[src/rtl/io_bus_pkg.sv]
// ---------------------------------------------------------------------------
// io_bus_pkg
// Shared definitions for the IO bus arbiter slice.
//   - bus_state_t : arbiter FSM states (IDLE, ACCESS, RESP)
//   - PORT_CPU / PORT_DMA : requester index constants (port 0 / port 1)
//   - WIDTH_* : access width encodings carried on widthN / io_width
// ---------------------------------------------------------------------------
package io_bus_pkg;

  typedef enum logic [1:0] {
    ST_IDLE   = 2'd0,
    ST_ACCESS = 2'd1,
    ST_RESP   = 2'd2
  } bus_state_t;

  localparam logic PORT_CPU = 1'b0;
  localparam logic PORT_DMA = 1'b1;

  // 2'b11 is passed through untouched; IO targets treat it as a word.
  localparam logic [1:0] WIDTH_BYTE = 2'b00;
  localparam logic [1:0] WIDTH_HALF = 2'b01;
  localparam logic [1:0] WIDTH_WORD = 2'b10;

endpackage

[src/rtl/io_arb_prio.sv]
// ---------------------------------------------------------------------------
// io_arb_prio
// Winner selection for the two-port IO bus arbiter. Port 1 (DMA) has
// priority over port 0 (CPU).
//
// Build option: IO_BUS_ARBITER_STARVE_GUARD_EN
//   When defined, a saturating counter tracks consecutive port-1 wins taken
//   while port 0 was waiting; once it reaches STARVE_LIMIT, port 0 wins the
//   next contention. When undefined, priority is strictly port 1 and
//   STARVE_LIMIT has no effect.
//
// Ports:
//   clk_mem  in  1  clock
//   rst_n    in  1  asynchronous active-low reset (clears the counter)
//   idle     in  1  arbiter FSM is in IDLE (arbitration happens this cycle)
//   req0     in  1  port 0 request
//   req1     in  1  port 1 request
//   winner   out 1  selected port index (meaningful when any_req=1)
//   any_req  out 1  at least one request pending
// ---------------------------------------------------------------------------
module io_arb_prio
  import io_bus_pkg::*;
#(
  parameter int STARVE_LIMIT = 4
) (
  input  logic clk_mem,
  input  logic rst_n,
  input  logic idle,
  input  logic req0,
  input  logic req1,
  output logic winner,
  output logic any_req
);

  assign any_req = req0 | req1;

`ifdef IO_BUS_ARBITER_STARVE_GUARD_EN
  localparam int CNT_W = $clog2(STARVE_LIMIT + 2);

  logic [CNT_W-1:0] starve_cnt;
  logic             starved;

  assign starved = (int'(starve_cnt) >= STARVE_LIMIT);

  // Port 1 wins unless port 0 is waiting and has already been passed over
  // STARVE_LIMIT times in a row.
  always_comb begin
    winner = PORT_CPU;
    if (req1 && !(req0 && starved)) begin
      winner = PORT_DMA;
    end
  end

  // Counter only moves on arbitration (IDLE) cycles. It clears whenever
  // port 0 is not waiting or port 0 has just won, and saturates otherwise.
  always_ff @(posedge clk_mem or negedge rst_n) begin
    if (!rst_n) begin
      starve_cnt <= '0;
    end else if (idle) begin
      if (!req0 || (winner == PORT_CPU)) begin
        starve_cnt <= '0;
      end else if (!starved) begin
        starve_cnt <= starve_cnt + 1'b1;
      end
    end
  end
`else
  logic unused_ok;

  assign winner    = req1 ? PORT_DMA : PORT_CPU;
  assign unused_ok = &{1'b0, clk_mem, rst_n, idle, (STARVE_LIMIT > 0)};
`endif

endmodule

[src/rtl/io_bus_arbiter.sv]
// ---------------------------------------------------------------------------
// io_bus_arbiter
// Two-port (CPU = port 0, DMA = port 1) arbiter in front of a single IO
// register bus. Each access is IDLE (grant) -> ACCESS (IO strobe) ->
// RESP (completion strobe), so one access completes every three cycles.
//
// Build option: IO_BUS_ARBITER_STARVE_GUARD_EN enables the port-0
// starvation guard inside io_arb_prio.
//
// Ports (N in {0,1}):
//   clk_mem      in   1       clock, all state on rising edge
//   rst_n        in   1       asynchronous active-low reset
//   reqN         in   1       access request
//   weN          in   1       1 = write, 0 = read
//   addrN        in   ADDR_W  byte address
//   wdataN       in   32      write data, right-aligned
//   widthN       in   2       00 byte, 01 halfword, 1x word
//   gntN         out  1       grant, combinational, IDLE only
//   rvalidN      out  1       one-cycle completion strobe
//   rdataN       out  32      read data (0 for writes), held between strobes
//   io_addr      out  ADDR_W  IO register address
//   io_data_in   out  32      IO write data
//   io_data_out  in   32      IO read data, combinational from io_addr
//   io_read      out  1       single-cycle read strobe
//   io_write     out  1       single-cycle write strobe
//   io_width     out  2       access width
// ---------------------------------------------------------------------------
module io_bus_arbiter
  import io_bus_pkg::*;
#(
  parameter int ADDR_W       = 24,
  parameter int STARVE_LIMIT = 4
) (
  input  logic              clk_mem,
  input  logic              rst_n,
  input  logic              req0,
  input  logic              we0,
  input  logic [ADDR_W-1:0] addr0,
  input  logic [31:0]       wdata0,
  input  logic [1:0]        width0,
  input  logic              req1,
  input  logic              we1,
  input  logic [ADDR_W-1:0] addr1,
  input  logic [31:0]       wdata1,
  input  logic [1:0]        width1,
  output logic              gnt0,
  output logic              rvalid0,
  output logic [31:0]       rdata0,
  output logic              gnt1,
  output logic              rvalid1,
  output logic [31:0]       rdata1,
  output logic [ADDR_W-1:0] io_addr,
  output logic [31:0]       io_data_in,
  input  logic [31:0]       io_data_out,
  output logic              io_read,
  output logic              io_write,
  output logic [1:0]        io_width
);

  bus_state_t state;
  bus_state_t state_next;

  logic is_idle;
  logic winner;
  logic any_req;
  logic grant;
  logic lat_port;
  logic lat_we;

  assign is_idle = (state == ST_IDLE);
  assign grant   = gnt0 | gnt1;

  io_arb_prio #(
    .STARVE_LIMIT(STARVE_LIMIT)
  ) u_prio (
    .clk_mem (clk_mem),
    .rst_n   (rst_n),
    .idle    (is_idle),
    .req0    (req0),
    .req1    (req1),
    .winner  (winner),
    .any_req (any_req)
  );

  always_ff @(posedge clk_mem or negedge rst_n) begin
    if (!rst_n) begin
      state <= ST_IDLE;
    end else begin
      state <= state_next;
    end
  end

  // Strobes are decoded straight from the state so that reset, which forces
  // IDLE asynchronously, also drops them asynchronously. Grants are gated by
  // rst_n because the FSM sits in IDLE while reset is held.
  always_comb begin
    state_next = state;
    gnt0       = 1'b0;
    gnt1       = 1'b0;
    io_read    = 1'b0;
    io_write   = 1'b0;
    rvalid0    = 1'b0;
    rvalid1    = 1'b0;
    unique case (state)
      ST_IDLE: begin
        if (any_req && rst_n) begin
          state_next = ST_ACCESS;
          gnt0       = (winner == PORT_CPU);
          gnt1       = (winner == PORT_DMA);
        end
      end
      ST_ACCESS: begin
        state_next = ST_RESP;
        io_read    = !lat_we;
        io_write   = lat_we;
      end
      ST_RESP: begin
        state_next = ST_IDLE;
        rvalid0    = (lat_port == PORT_CPU);
        rvalid1    = (lat_port == PORT_DMA);
      end
      default: begin
        state_next = ST_IDLE;
      end
    endcase
  end

  // The winner's access fields are captured at the grant edge and drive the
  // IO bus directly, so io_addr/io_data_in/io_width hold their last values
  // until the next grant.
  always_ff @(posedge clk_mem or negedge rst_n) begin
    if (!rst_n) begin
      lat_port   <= PORT_CPU;
      lat_we     <= 1'b0;
      io_addr    <= '0;
      io_data_in <= '0;
      io_width   <= '0;
    end else if (grant) begin
      lat_port <= winner;
      if (winner == PORT_DMA) begin
        lat_we     <= we1;
        io_addr    <= addr1;
        io_data_in <= wdata1;
        io_width   <= width1;
      end else begin
        lat_we     <= we0;
        io_addr    <= addr0;
        io_data_in <= wdata0;
        io_width   <= width0;
      end
    end
  end

  // Response registers per port: loaded at the end of ACCESS, presented
  // during RESP and held afterwards. Writes report zero.
  always_ff @(posedge clk_mem or negedge rst_n) begin
    if (!rst_n) begin
      rdata0 <= '0;
      rdata1 <= '0;
    end else if (state == ST_ACCESS) begin
      if (lat_port == PORT_DMA) begin
        rdata1 <= lat_we ? 32'h0 : io_data_out;
      end else begin
        rdata0 <= lat_we ? 32'h0 : io_data_out;
      end
    end
  end

endmodule

[config.mk]
export PLATFORM = sky130hd
export DESIGN_NAME = io_bus_arbiter
export DESIGN_NICKNAME = d
export VERILOG_FILES = /design/src/rtl/io_bus_pkg.sv /design/src/rtl/io_arb_prio.sv /design/src/rtl/io_bus_arbiter.sv
export SDC_FILE = /design/constraint.sdc
export NUM_CORES = 1
export LEC_CHECK = 0
export CAP_MARGIN = 5
export CORE_MARGIN = 10
export CORE_UTILIZATION = 30
export DETAILED_ROUTE_END_ITERATION = 6
export PLACE_DENSITY = 0.64
export SETUP_SLACK_MARGIN = 0.05
export SLEW_MARGIN = 10
export SYNTH_ARGS = -nofsm -noshare
export SYNTH_HDL_FRONTEND = slang
export SYNTH_SLANG_ARGS = --single-unit
[constraint.sdc]
create_clock -name clk_mem -period 1.8 [get_ports clk_mem]
set_input_delay 0.45 -clock clk_mem [delete_from_list [all_inputs] [get_ports clk_mem]]
set_output_delay 0.45 -clock clk_mem [all_outputs]
set_load 0.005 [all_outputs]
* After elaboration in Yosys (flattened, before gate mapping)
Cells that the tools add are included.
** Cells by class
- $add $sub $neg :: 0
- Multipliers :: 0
- Divide/modulo/power cells :: 0
- $lt $le $gt $ge :: 0
- Eq/ne operators :: 3
- Shift-type cells :: 0
- Muxes and demuxes :: 16
- Bitwise logic cells :: 4
- Reductions and logical operators :: 5
** Operators by type and width (number)
- $mux W32 :: 2
- $mux W24 :: 1
- $mux W1 :: 10
- $mux W2 :: 2
- $pmux W2 S2 :: 1
- $reduce_and A2 Y1 :: 2
- $eq A2 B1 Y1 const B :: 1
- $eq A2 B2 Y1 const B :: 1
- $logic_not A2 Y1 :: 1
- $ne A2 B1 Y1 const B :: 1
- $not A1 Y1 :: 2
- $or A1 B1 Y1 :: 2
- $logic_and A1 B1 Y1 :: 1
- $logic_not A1 Y1 :: 1
** Storage, ports and cells
- Register bits after elaboration :: 126
- Latch bits :: 0
- Bits in writable memories :: 0
- Bits in read-only memories :: 0
- Output and inout port bits :: 128
- Word-level logic and storage cells :: 36
- Memories kept :: 0

* Longest topological paths before layout
Gate-level depths: netlist of the first run.
- Word-level depth :: 5
- Mapped depth :: 5
- Gate-level depth less buffers :: 3

* By module
From an unflattened synthesis of the first run, not the netlist that was laid out.
** Second synthesis, totals
- Cell total of the unflattened synthesis :: 378
- Area total of the unflattened synthesis :: 5908.2 um^2
** Modules (own cells, without submodules)
- io_bus_arbiter :: times used 1, cells an instance 376, area each 5894.4 um^2, seq. area each 3153.0 um^2
- io_arb_prio :: times used 1, cells an instance 2, area each 13.8 um^2, seq. area each 0.0 um^2

* Worst setup path after synthesis of the first run
OpenSTA, ideal clock, no wires.
- Path kind :: input port to flip-flop
- Start :: input req1
- End :: register io_data_in[21]
- Library setup time :: 0.125 ns
- Arrival time :: 1.504 ns
- Data required time :: 1.675 ns
- Slack :: 0.171 ns
- Stages :: 4
- Path through :: buf_2 clkbuf_1 mux2_2 mux2_2
** On the way
- Longest elaborated chain between the ends :: 5
- Elaborated cells between the ends (all ways) :: 10
- Those cells by class :: mux (6); bitwise (3); reduce/logical (1)
** RTL lines
- from (decl) :: line io_bus_arbiter.sv:41 : input logic req1,
- $or A1 B1 Y1 / $mux W1 (equally long branches) :: line io_arb_prio.sv:35, io_arb_prio.sv:70
- $logic_and A1 B1 Y1 / $not A1 Y1 (equally long branches) :: line io_bus_arbiter.sv:106, io_bus_arbiter.sv:108
- $mux W1 :: line io_bus_arbiter.sv:106 : if (any_req && rst_n) begin
- $mux W1 :: line io_bus_arbiter.sv:104 : unique case (state)
- $or A1 B1 Y1 :: line io_bus_arbiter.sv:71 : assign grant = gnt0 | gnt1;
- to (signal assigned) :: line io_bus_arbiter.sv:143 : io_data_in <= wdata1;
- to (signal assigned) :: line io_bus_arbiter.sv:148 : io_data_in <= wdata0;
- to (decl) :: line io_bus_arbiter.sv:53 : output logic [31:0] io_data_in,
Parallel ways exist; a longest one is shown, timed or not.
A chain may end at the register's enable or synchronous reset.

* Worst setup path after layout of the first run
- Start :: register state[0]
- End :: output gnt0
** On the way
- Longest elaborated chain between the ends :: 2
** RTL lines
- from (decl) :: line io_bus_arbiter.sv:60 : bus_state_t state;
- from (signal assigned) :: line io_bus_arbiter.sv:89 : state <= state_next;
- $logic_not A2 Y1 :: line io_bus_arbiter.sv:104
- $mux W1 :: line io_bus_arbiter.sv:104
- to (decl) :: line io_bus_arbiter.sv:46 : output logic gnt0,
No other way between the ends.

==> results.md, run 1 <==
* Status: finished with violations
* DRC violations left at 0
* Seq cells post-synth at between 100 and 150
* Global-route wire length before repair at about 28000 um
* RR Endpoint: io_data_in[14]
* Crit end category: output pin
* Syn Std Cell Area at between 5000 and 6000 um2
* Worst Reg2Reg Path Length in Cells at 7
* CP arrival at 1390 ps
* Pin slew with the least headroom to its limit at around 950 ps
* Mapped Cells at approximately 450
* Root Buffer: clkbuf_16
* Design area at 9530 um2
* H-Tree Depth at 4
* Syn_area_per_cell at 12.4 um2
* Clock Sinks at about 130
* Die Y-Extent at about 160 um
* Post-DP HPWL at about 14000 um
* R2R Setup Slk at about 30 ps
* # setup viols final at 3
* Sw frac at around 28%
* Drt total wl at roughly 19000 um
* Pin count of the biggest net entering global routing at 76
* RSZ-0062 raised after global routing: true
* CTS tree: built
* Core area at 18100 um2
* Sequential element share of the synthesized area at 56.9%
* Synth warnings at 0
* IO buf count at around 280
* Vias in the first global route at a little under 5000
* Nets at ~900
* Share of layout cells above drive strength 1 at between 20% and 30%
* Clk pwr share at 30.5%
* Required time of the critical path at 1350 ps
* Fmax at 543 MHz
* Setup Slack @ Placement at -237 ps
* Hold Slack at around 250 ps
* Worst vdd ir at 0.000699 V
* Drt pass-1 iters at 4
* Core Util, Final at a little over half
* Crit-path max FO at 3
* Total die area at roughly 24000 um2
* Final Hold Viols at 0
* GPL Wtd Cong at ~0.78
* Register area at 3150 um2
* FP Rows at slightly below 50
* CP Launch Type: flip-flop
* PD cells at ~1300 nW/um2
* Inserted Clock Buffers at 17
* Minimum clock period at 1840 ps
* Initial Utilization at a little under a third
* Starting DRT DRC Count at ~100
* NetSw at 3.37 mW
* Clock Tree Buf Depth at 2
* Skew-Pair Late Insertion Delay at between 400 and 500 ps
* Antenna violations before repair at 1
* P_leak at ~4.6 nW
* Largest area contributor in the netlist: dfrtp_1
* Post-route antenna net violation count at 0
* Drt via density at 4.46
* Mapped Nets at ~600
* Max-Cap Viols at 0
* Area occupied by multi-input gates at about 2300 um2
* Placed cell area at roughly 8600 um2
* Min setup slack post-route at -43.3 ps
* Worst r2r src: state[0]
* Max-slew headroom at 36.7%
* Fillers at around 1600
* Skew final at 13.2 ps
* Layout overhead on the synthesized area at 71.8%
* Hold/Removal Path Class: input port to asynchronous set/reset pin
* Fin crit share at 102%
* I/O pin count at 282
* Cts hold-fix bufs at 0
* Total global routing track utilization at 15.0%
* Comb pwr share at between 30% and 40%
* Yosys cell types at 21
* Failing checks: negative setup slack
* Crit Path Class: flip-flop to output pin
* Gr ovfl total at 0
* Internal power at between 8 and 9 mW
* Area contributors post-synth: dfrtp_1 (57%), mux2_2 (18%), mux2_1 (5.5%), nand2_1 (4.3%), nand2b_1 (3.6%)
* Die Width at approximately 160 um
* Yosys top cell area share at 56.9%
* Via count at roughly 4400
* Reg clk slew, reported paths at approximately 50 ps
* Flop pwr share at around 37%
* WL per Instance at a little under 20 um
* Fin. max-slew vios at 0
state kept, by name, indices dropped and copies added, names as in the netlist:
signal,cells
rdata1,32
state,2
lat_port,1
lat_we,1
io_addr,24
rdata0,32
io_data_in,32
io_width,2
cell usage in the layout, fill, tap and decap left out, types with 2 or more instances in the layout:
| cell | netlist | routed |
|---|---|---|
| nand2_1 | 64 | 64 |
| clkdlybuf4s50_1 | 0 | 160 |
| clkbuf_16 | 0 | 20 |
| mux2_2 | 91 | 74 |
| nor2b_2 | 0 | 2 |
| buf_4 | 2 | 21 |
| clkbuf_8 | 0 | 2 |
| o21ai_1 | 32 | 32 |
| nand2b_1 | 32 | 32 |
| dlymetal6s2s_1 | 0 | 31 |
| buf_12 | 0 | 4 |
| bufinv_16 | 0 | 4 |
| buf_6 | 10 | 5 |
| buf_2 | 8 | 6 |
| dfrtp_1 | 126 | 126 |
| clkinv_4 | 0 | 3 |
| clkinvlp_4 | 0 | 3 |
| clkinv_2 | 0 | 2 |
| mux2_4 | 0 | 28 |
| nor3b_2 | 1 | 2 |
| mux2_1 | 27 | 16 |
| dlygate4sd2_1 | 0 | 82 |
| o21ai_0 | 32 | 32 |
per-layer routing:
| metal | global-route usage [%] | vias up | share of wire (%) |
|---|---|---|---|
| met1 | 15.9 | 2121 | 40 |
| met2 | 27.1 | 139 | 53 |
| met4 | 5.49 | 0 | 1.2 |
| li1 | - | 2148 | - |
| met5 | 0 | - | 0 |
| met3 | 4.82 | 18 | 5.9 |
worst max-delay path: stages, from the launching register on:
cell     delay, ps
dfrtp_1        390
nor3b_2        210
buf_4          140
and3b_1        130
buf_2          110
power by group through the flow:
stage               registers, mW  clock network (mW)  logic (mW)
floorplan                    4.51                   0        1.20
global placement             4.41                   0        4.26
detailed placement           4.47                   0        4.33
CTS                          4.42                3.75        3.89
global route                 4.55                3.89        4.30
finish                       4.40                3.66        3.92
cells by family (layout without fill, tap and decap cells):
| logic type | after synthesis | in the layout | synth area share, % |
|---|---|---|---|
| AO/OA/AOI/OAI | 66 | 66 | 6.05 |
| buffers and inverters | 31 | 346 | 3.77 |
| flip-flops | 126 | 126 | 56.9 |
| multiplexers | 118 | 118 | 24.0 |
| other | 0 | 1 | 0 |
| AND/OR/NAND/NOR | 106 | 106 | 9.34 |
Yosys cell counts, drive strengths merged:
library cell / count
nand2b: 32
nor2b: 2
buf: 20
mux2: 118
inv: 1
and2: 2
clkbuf: 10
nand2: 64
and3b: 1
dfrtp: 126
nor3b: 3
o21ai: 64
o21bai: 1
nand3b: 1
or3b: 1
o21a: 1
how the worst max path moves through the flow:
stage / cells after the start / from / endpoint / slack (ps)
finish: 4 / state[0] / gnt0 / -40
global route: 4 / state[1] / gnt0 / -150
CTS: 4 / state[0] / gnt1 / -70
detailed placement: 3 / req0 / gnt0 / -240
global placement: 3 / req0 / gnt0 / -240
floorplan: 4 / req1 / io_data_in[21] / 170
timing repair:
action	CTS	global route
gates resized for setup	115	63
setup buffers	7	7
gates cloned	0	4
pin swaps	4	1
setup endpoints to repair	89	86
cell type report:
type,count,area share (%)
clock buffers,19,4.75
diodes,1,0.0263
flip-flops and latches,126,33.1
well taps,229,3.01
clock inverters,13,1.97
repair buffers,313,32.8
multi-input cells,290,24.3
inverters,1,0.0394
stage by stage:
step / TNS, ps / cells / power, mW
after global placement: -2280 / 945 / 8.68
after CTS: -198 / 981 / 12.1
after global routing: -2090 / 992 / 12.7
after detailed placement: -2640 / 945 / 8.80
final: -99.3 / 992 / 12.0
after floorplan: 0 / 447 / 5.71
No activity file was read; power rests on OpenSTA's default activity.
==> inputs of run 2 (changes only) <==
- PLACE_DENSITY: 0.64 -> unset
- SKIP_CTS_REPAIR_TIMING: unset -> 1
==> run 2 against run 1 <==
  * The flow still finishes with violations (negative setup slack)
  * Register-to-register slack got worse by 120 ps
  * First-iteration DRC count increased by 40%
  * Global-route usage increased by 0.083 points
  * Die area unchanged
  * Clock skew decreased by 6.7 ps
  * Core utilization increased by 2.0 points
  * Worst setup slack got worse by 120 ps
  * Combinational power increased by 8.2%
  * Highest routed layer unchanged
==> results.md, run 2 (same netlist as run 1, synthesis figures left out) <==
* Status: finished with violations
* Failing checks: negative setup slack
* Vias in the first global route at 4780
* Skew final at approximately 6.5 ps
* Worst Reg2Reg Path Length in Cells at 7
* CTS tree: built
* Global-route wire length before repair at roughly 28000 um
* Gr ovfl total at 0
* H-Tree Depth at 4
* Fillers at 1527
* Fmax at 510 MHz
* Crit path cell chain: buf_6 -> nor3b_2 -> buf_4 -> and3b_1 -> buf_2
* Pin count of the biggest net entering global routing at 67
* Crit-path max FO at 3
* Fin crit share at 109%
* Drt via density at approximately 4.5
* Min setup slack post-route at -161 ps
* Minimum clock period at about 2000 ps
* Inserted Clock Buffers at 17
* DRC violations left at 0
* Initial Utilization at a little under a third
* Core area at about 18000 um2
* Die Width at between 150 and 200 um
* Reg clk slew, reported paths at roughly 60 ps
* Setup Slack @ Placement at -248 ps
* DP Cell Count at approximately 940
* Final Hold Viols at 0
* Post-route antenna net violation count at 0
* Clock Tree Buf Depth at 2
* Total global routing track utilization at approximately 15%
* GPL Wtd Cong at between 0.7 and 0.8
* Post-DP HPWL at between 10000 and 15000 um
* WL per Instance at 19.5 um
* Share of layout cells above drive strength 1 at between 20 and 25%
* Core Util, Final at ~55%
* CP arrival at approximately 1500 ps
* Root Buffer: clkbuf_16
* Fin cells at around 980
* Top flop regs: io_data_in: 32 flops, rdata0: 32 flops, rdata1: 32 flops
* Commonest non-fill, non-tap cell in the layout: clkdlybuf4s50_1
* Required time of the critical path at between 1000 and 1500 ps
* Nets at around 900
* Antenna violations before repair at 0
* Most frequent cells in the layout: clkdlybuf4s50_1 (152), dfrtp_1 (125), dlymetal6s2s_1 (121)
* Max-Cap Viols at 0
* FP Rows at 49
* Total die area at approximately 24000 um2
* Pin slew with the least headroom to its limit at ~830 ps
* Skew-Pair Late Insertion Delay at between 400 and 500 ps
* Clock Sinks at roughly 130
* IO buf count at 281
* Fin. max-slew vios at 0
* PD cells at 1270 nW/um2
* RSZ-0062 raised after global routing: true
* Ant. Diodes at 0
* Die Y-Extent at roughly 160 um
* Hold Slack at ~300 ps
* # setup viols final at 46
* Max-slew headroom at ~44%
* I/O pin count at around 280
* P_leak at 5.49 nW
* Hold/Removal Path Class: input port to asynchronous set/reset pin
* Drt total wl at ~19000 um
* Starting DRT DRC Count at roughly 140
* Critical Path Slowest Stage Cell: dfrtp_1
* Crit end category: output pin
* Worst vdd ir at approximately 0.00076 V
* Drt pass-1 iters at 4
* Biggest cell delay along the critical path at approximately 390 ps
* Layout overhead on the synthesized area at 78.3%
* CP Launch Type: flip-flop
* Via count at 4473
* Crit Path Class: flip-flop to output pin
==> run 2: cell count changes in the layout (fill, tap and decap cells not counted), sizes merged, moves of 2 or more <==
cell	delta
buf	-7
bufinv	+2
clkbuf	+2
clkdlybuf4s50	-8
clkinvlp	-2
dlygate4sd2	-82
dlymetal6s2s	+90
==> run 2: final cells by class <==
| class | instances | area (um2) | area share, % |
|---|---|---|---|
| Clock buffer | 21 | 460 | 4.66 |
| Clock inverter | 11 | 211 | 2.14 |
| Multi-Input combinational cell | 290 | 2370 | 24.0 |
| Sequential cell | 126 | 3150 | 31.9 |
| Inverter | 1 | 3.75 | 0.0380 |
| Timing Repair Buffer | 306 | 3400 | 34.4 |
| Tap cell | 229 | 287 | 2.90 |
==> run 2: report_power, final <==
part	switching [mW]	leakage (nW)	internal [mW]
sequential	0.565	1.55	3.87
clock	1.24	0.327	2.67
combinational	1.57	3.62	2.67
total	3.37	5.49	9.21
==> run 2: per-layer routing <==
layer	wire, um	share of wire [%]	global-route usage (%)
met1	7660	40	16.4
met2	9890	52	26.3
met3	1350	7.0	5.90
met4	291	1.5	4.81
met5	0	0	0
==> run 2: per-stage QoR <==
stage               total power [mW]  instance area [um2]  TNS, ps
floorplan                       5.71                 5540        0
global placement                8.70                 8610    -2240
detailed placement              8.81                 8610    -2310
CTS                             12.8                 9280    -2880
global route                    13.4                 9890    -5390
finish                          12.6                 9890    -2030
==> run 2: path summary, 6_finish.rpt <==
path / endpoint / slack, ps / from
setup / recovery: gnt0 / -160 / state[0]
hold reg to reg: rdata1[10] / 480 / rdata1[10]
max in group asynchronous: state[1] / 900 / rst_n
setup reg to reg: io_data_in[31] / -90 / state[0]
hold / removal: io_addr[18] / 300 / rst_n
min in group clk_mem: rdata1[10] / 480 / rdata1[10]
==> run 2: worst max-delay path: cells and delay by family, from the launching register on <==
kind / cells / cell delay (ps)
and+or+nand+nor: 2 / 320
buffers and inverters: 3 / 400
DFF: 1 / 390
==> inputs of run 3 (changes only) <==
- SKIP_LAST_GASP: unset -> 1
==> run 3 against run 2 <==
  * The flow still finishes with violations (negative setup slack)
  * Core utilization is 0.83 points lower
  * Sequential power hardly changed
  * Non-clock buffer count stayed put
  * Design area is 1.5% lower
  * Via count is 0.16% higher
  * Clock skew hardly changed
  * Worst setup slack better by 6.7 ps
  * Combinational power is 5% lower
  * Critical path type unchanged
  * Highest routed layer unchanged
==> results.md, run 3 (same netlist as run 1, synthesis figures left out) <==
* Worst r2r src: state[0]
* Vias in the first global route at 4780
* Crit-path max FO at 3
* WL per Instance at between 15 and 20 um
* Total die area at between 20000 and 25000 um2
* PD cells at 1270 nW/um2
* Required time of the critical path at around 1400 ps
* Inserted Clock Buffers at 17
* Core area at 18100 um2
* H-Tree Depth at 4
* Crit Path Class: flip-flop to output pin
* R2R Setup Slk at -60 ps
* Crit end category: output pin
* Fin. max-slew vios at 0
* Area occupied by multi-input gates at between 2000 and 2500 um2
* Share of layout cells above drive strength 1 at a little over a fifth
* Fin crit share at 109%
* Commonest non-fill, non-tap cell in the layout: clkdlybuf4s50_1
* NetSw at around 3.3 mW
* Nets at 896
* CP Launch Type: flip-flop
* Via count at approximately 4500
* Hold/Removal Path Class: input port to asynchronous set/reset pin
* Die Width at about 160 um
* Ant. Diodes at 0
* Flop pwr share at a little over a third
* Setup TNS at -1540 ps
* Global-route wire length before repair at approximately 28000 um
* Worst vdd ir at roughly 0.00076 V
* Pin slew with the least headroom to its limit at 841 ps
* Drt via density at about 4.6
* Internal power at roughly 9.0 mW
* IO buf count at between 200 and 300
* CTS tree: built
* Fillers at 1550
* Skew-Pair Late Insertion Delay at 410 ps
* Total global routing track utilization at 15.1%
* Gr ovfl total at 0
* Comb pwr share at between 30% and 40%
* Max-Cap Viols at 0
* CP arrival at about 1500 ps
* Sw frac at between 20% and 30%
* Reg clk slew, reported paths at about 60 ps
* Clock Sinks at ~130
* Drt pass-1 iters at 4
* Clock Tree Buf Depth at 2
* Antenna violations before repair at 0
* Skew final at 6.85 ps
* Clk pwr share at a little under a third
* Fmax at a little over 500 MHz
* Minimum clock period at approximately 2000 ps
* Drt total wl at 18900 um
* Starting DRT DRC Count at 115
* FP Rows at 49
* Initial Utilization at a little under a third
* Failing checks: negative setup slack
* Die Y-Extent at 156 um
* Pin count of the biggest net entering global routing at 67
* Register area at roughly 3200 um2
* Root Buffer: clkbuf_16
* Top flop regs: io_data_in: 32 flops, rdata0: 32 flops, rdata1: 32 flops
* Max-slew headroom at between 40 and 50%
* RSZ-0062 raised after global routing: true
* Layout overhead on the synthesized area at 75.6%
* P_leak at 5.37 nW
* I/O pin count at between 200 and 300
* Min setup slack post-route at -154 ps
* # setup viols final at 45
* Status: finished with violations
* Post-DP HPWL at approximately 14000 um
* Core Util, Final at 53.8%
* DRC violations left at 0
* Most frequent cells in the layout: clkdlybuf4s50_1 (152), dfrtp_1 (125), dlymetal6s2s_1 (122)
* Post-route antenna net violation count at 0
* GPL Wtd Cong at just under 0.8
* RR Endpoint: io_data_in[31]
* Final Hold Viols at 0
* Worst Reg2Reg Path Length in Cells at 7
## run 3: worst max-delay path: stages, from the launching register on
cell	delay, ps
dfrtp_1	390
buf_6	120
nor3b_2	160
buf_4	160
and3b_1	160
buf_2	110
## run 3: worst max-delay path by stage
stage / endpoint / slack (ps) / cells past startpoint / from
finish: gnt0 / -150 / 5 / state[0]
global route: gnt0 / -230 / 5 / state[0]
CTS: gnt1 / -520 / 4 / state[1]
detailed placement: gnt0 / -250 / 3 / req0
global placement: gnt0 / -250 / 3 / req0
floorplan: io_data_in[21] / 170 / 4 / req1
## run 3: layout make-up
cell class	instances	area share, %
Clock buffer	21	4.73
Clock inverter	11	2.17
Multi-Input combinational cell	290	22.8
Timing Repair Buffer	306	34.9
Tap cell	229	2.94
Inverter	1	0.0386
Sequential cell	126	32.4
## run 3: through the flow
stage          instance area (um2)  instances  power [mW]  setup slack [ps]  hold slack (ps)
6_report                      9740        984        12.4              -154              306
5_1_grt                       9740        984        13.1              -230              367
4_1_cts                       9280        976        12.8              -517              323
3_5_place_dp                  8610        944        8.81              -248              469
3_3_place_gp                  8610        944        8.70              -254              461
2_1_floorplan                 5540        447        5.71               171              154
## run 3: metal layers
metal / track usage [%] / routed length (um)
met5: 0 / 0
met4: 4.81 / 301
met2: 26.3 / 9820
met3: 5.90 / 1370
met1: 16.4 / 7410
## run 3: power groups by stage
| stage | registers (mW) | clock network, mW | logic [mW] |
|---|---|---|---|
| 4_1_cts | 4.47 | 4.00 | 4.32 |
| 5_1_grt | 4.57 | 4.13 | 4.43 |
| 3_3_place_gp | 4.45 | 0 | 4.25 |
| 6_report | 4.41 | 3.90 | 4.04 |
| 2_1_floorplan | 4.51 | 0 | 1.20 |
| 3_5_place_dp | 4.49 | 0 | 4.31 |
==> edit (settings of run 2) <==
The option `IO_BUS_ARBITER_STARVE_GUARD_EN` is turned on by a define.
--- a/src/rtl/io_arb_prio.sv
+++ b/src/rtl/io_arb_prio.sv
@@ -18,6 +18,8 @@
 //   winner   out 1  selected port index (meaningful when any_req=1)
 //   any_req  out 1  at least one request pending
 // ---------------------------------------------------------------------------
+`define IO_BUS_ARBITER_STARVE_GUARD_EN
+
 module io_arb_prio
   import io_bus_pkg::*;
 #(
Formal check against the unedited RTL: same outputs for any inputs over 4 cycles, from zero or initial values and one cycle with rst_n low; that may be too few to reach the edited logic, so the function may still have changed.
==> edit against run 2 <==
- the run still ends with negative setup slack left
- utilization down 0.20 points
- clock skew up 0.00095 ns
- sequential cell count up 3
- wire length up 10%
- synthesized area down 3.1%
- final area down 4.0%
- setup slack better by 0.033 ns
- total power down 6.7%
- register-to-register slack better by 0.02 ns
- global-route usage up 2.0 points
==> edit: results <==
[placed_design]
port_buffers = 281
place_area_sq_mm = 0.00843
place.gp.congestion = 0.804
place_ws_ns = -0.570
dp_cells = 960
hpwl_microns = 15200

[sta]
slew_headroom_pct = 55.0
setup_ws_ns = -0.127
fin_setup_tns_ns = -2.87
clock_skew_ns = 0.00741
setup_violations = 60
hold_ws_ns = 0.0734

[cells_and_area]
stdcell_count = 1004
finalNetCount = 919
layout-drive-gt1-share_pct = 9.65
reg_top3 = "io_data_in: 32 flops, rdata0: 32 flops, rdata1: 32 flops"

[critical_path]
r2r_cells = 7
reg2reg_from = "state[1]"
slowest_stage = "dfrtp_2"
max_stage_delay_ns = 0.43
r2r-end = "io_addr[2]"
worst-path-max-fanout = 4
reg2reg_slack_ns = -0.07
cp_data_arrival_time_ns = 1.48

[hold_path]
holdCritPathClass = "input pin to async pin"

[yosys]
synth.distinct_cells = 26
synth_area_leaders = "dfrtp_1 60%, a221o_1 11%, and3_1 6.9%"
synth-warning-count = 0
ys_seq_area_share_pct = 60.1
async_flop_share_pct = 100
synth_common_cells = "129 x dfrtp_1, 67 x nand2_1, 65 x o21ai_0"
synth_cells = 478
syn_nets = 633

[route]
viasPerCell = 4.98
drtIter0Drc = 190
dr.pass1.iters = 6
wl_per_cell_microns = 21.1

[clock_tree]
htree_levels = 4
clockBufferDepth = 2
root_buffer = "clkbuf_16"
clock_latency_ns = 0.41
cts_made_buffers = 17
cts.reportedPaths.clkPinSlew_ns = 0.06

[power_and_ir_drop]
vdd_drop_max_v = 0.000616
power_leakage_nw = 5.68

[grt]
grt_pass1_vias = 5471
grt_use_total_pct = 17.0
antenna_found_initial = 3
grt_max_degree = 65
gr-total-overflow = 0
grt_pass1_wl_microns = 31800

[outcome]
failed_checks = "negative setup slack"
status = "finished with violations"
[edit: cell types whose count changed after synthesis, moves of 2 or more]
cell      delta
o21ai_0     +33
dfrtp_1      +3
o21ai_1     -27
a221o_1     +59
nand2_1      +3
clkbuf_1    +18
mux2_1      -27
buf_2        -2
and3_1      +59
buf_6        -3
mux2_2      -91
[edit: final cells by class]
type                    count  area [sq um]
flip-flops and latches    129          3230
clock buffers              24           492
repair buffers            310          3410
fillers                  1488          7930
well taps                 225           282
diodes                      2          5.00
multi-input cells         304          1940
inverters                   2          7.51
clock inverters             8           125
[edit: kinds of logic (layout without fill, tap and decap cells)]
| family | after synthesis | in the layout | share of synthesized area [%] |
|---|---|---|---|
| adders and majority gates | 1 | 1 | 0.233 |
| AOI/OAI and AO/OA | 132 | 132 | 18.1 |
| other | 0 | 2 | 0 |
| and+or+nand+nor | 171 | 171 | 17.2 |
| buffers and inverters | 45 | 344 | 4.40 |
| DFF | 129 | 129 | 60.1 |
[edit: worst max path at each step]
stage / slack, ns / endpoint / from
after detailed placement: -0.57 / gnt0 / req1
final: -0.13 / gnt1 / state[1]
after global routing: -0.21 / gnt1 / state[1]
after floorplan: 0.16 / gnt1 / state[0]
after global placement: -0.56 / gnt0 / req1
after CTS: -0.59 / gnt0 / req1
[edit: routing by layer]
metal | track usage [%] | share of wire (%)
met5 | 0 | 0.061
met1 | 18.9 | 39
met2 | 26.5 | 47
met3 | 9.90 | 12
met4 | 6.61 | 2.4
[edit: where the power goes]
part	switching [mW]	internal (mW)	leakage [nW]	total, mW
clock	1.22	2.33	0.301	3.55
sequential	0.550	3.87	1.62	4.42
combinational	1.47	2.29	3.76	3.76
total	3.25	8.48	5.68	11.7
[edit: worst max-delay path, delay by kind of cell, from the launching register on]
family	cells	cell delay [ns]
buffers and inverters	2	0.26
AND/OR/NAND/NOR	2	0.38
flip-flops	1	0.43
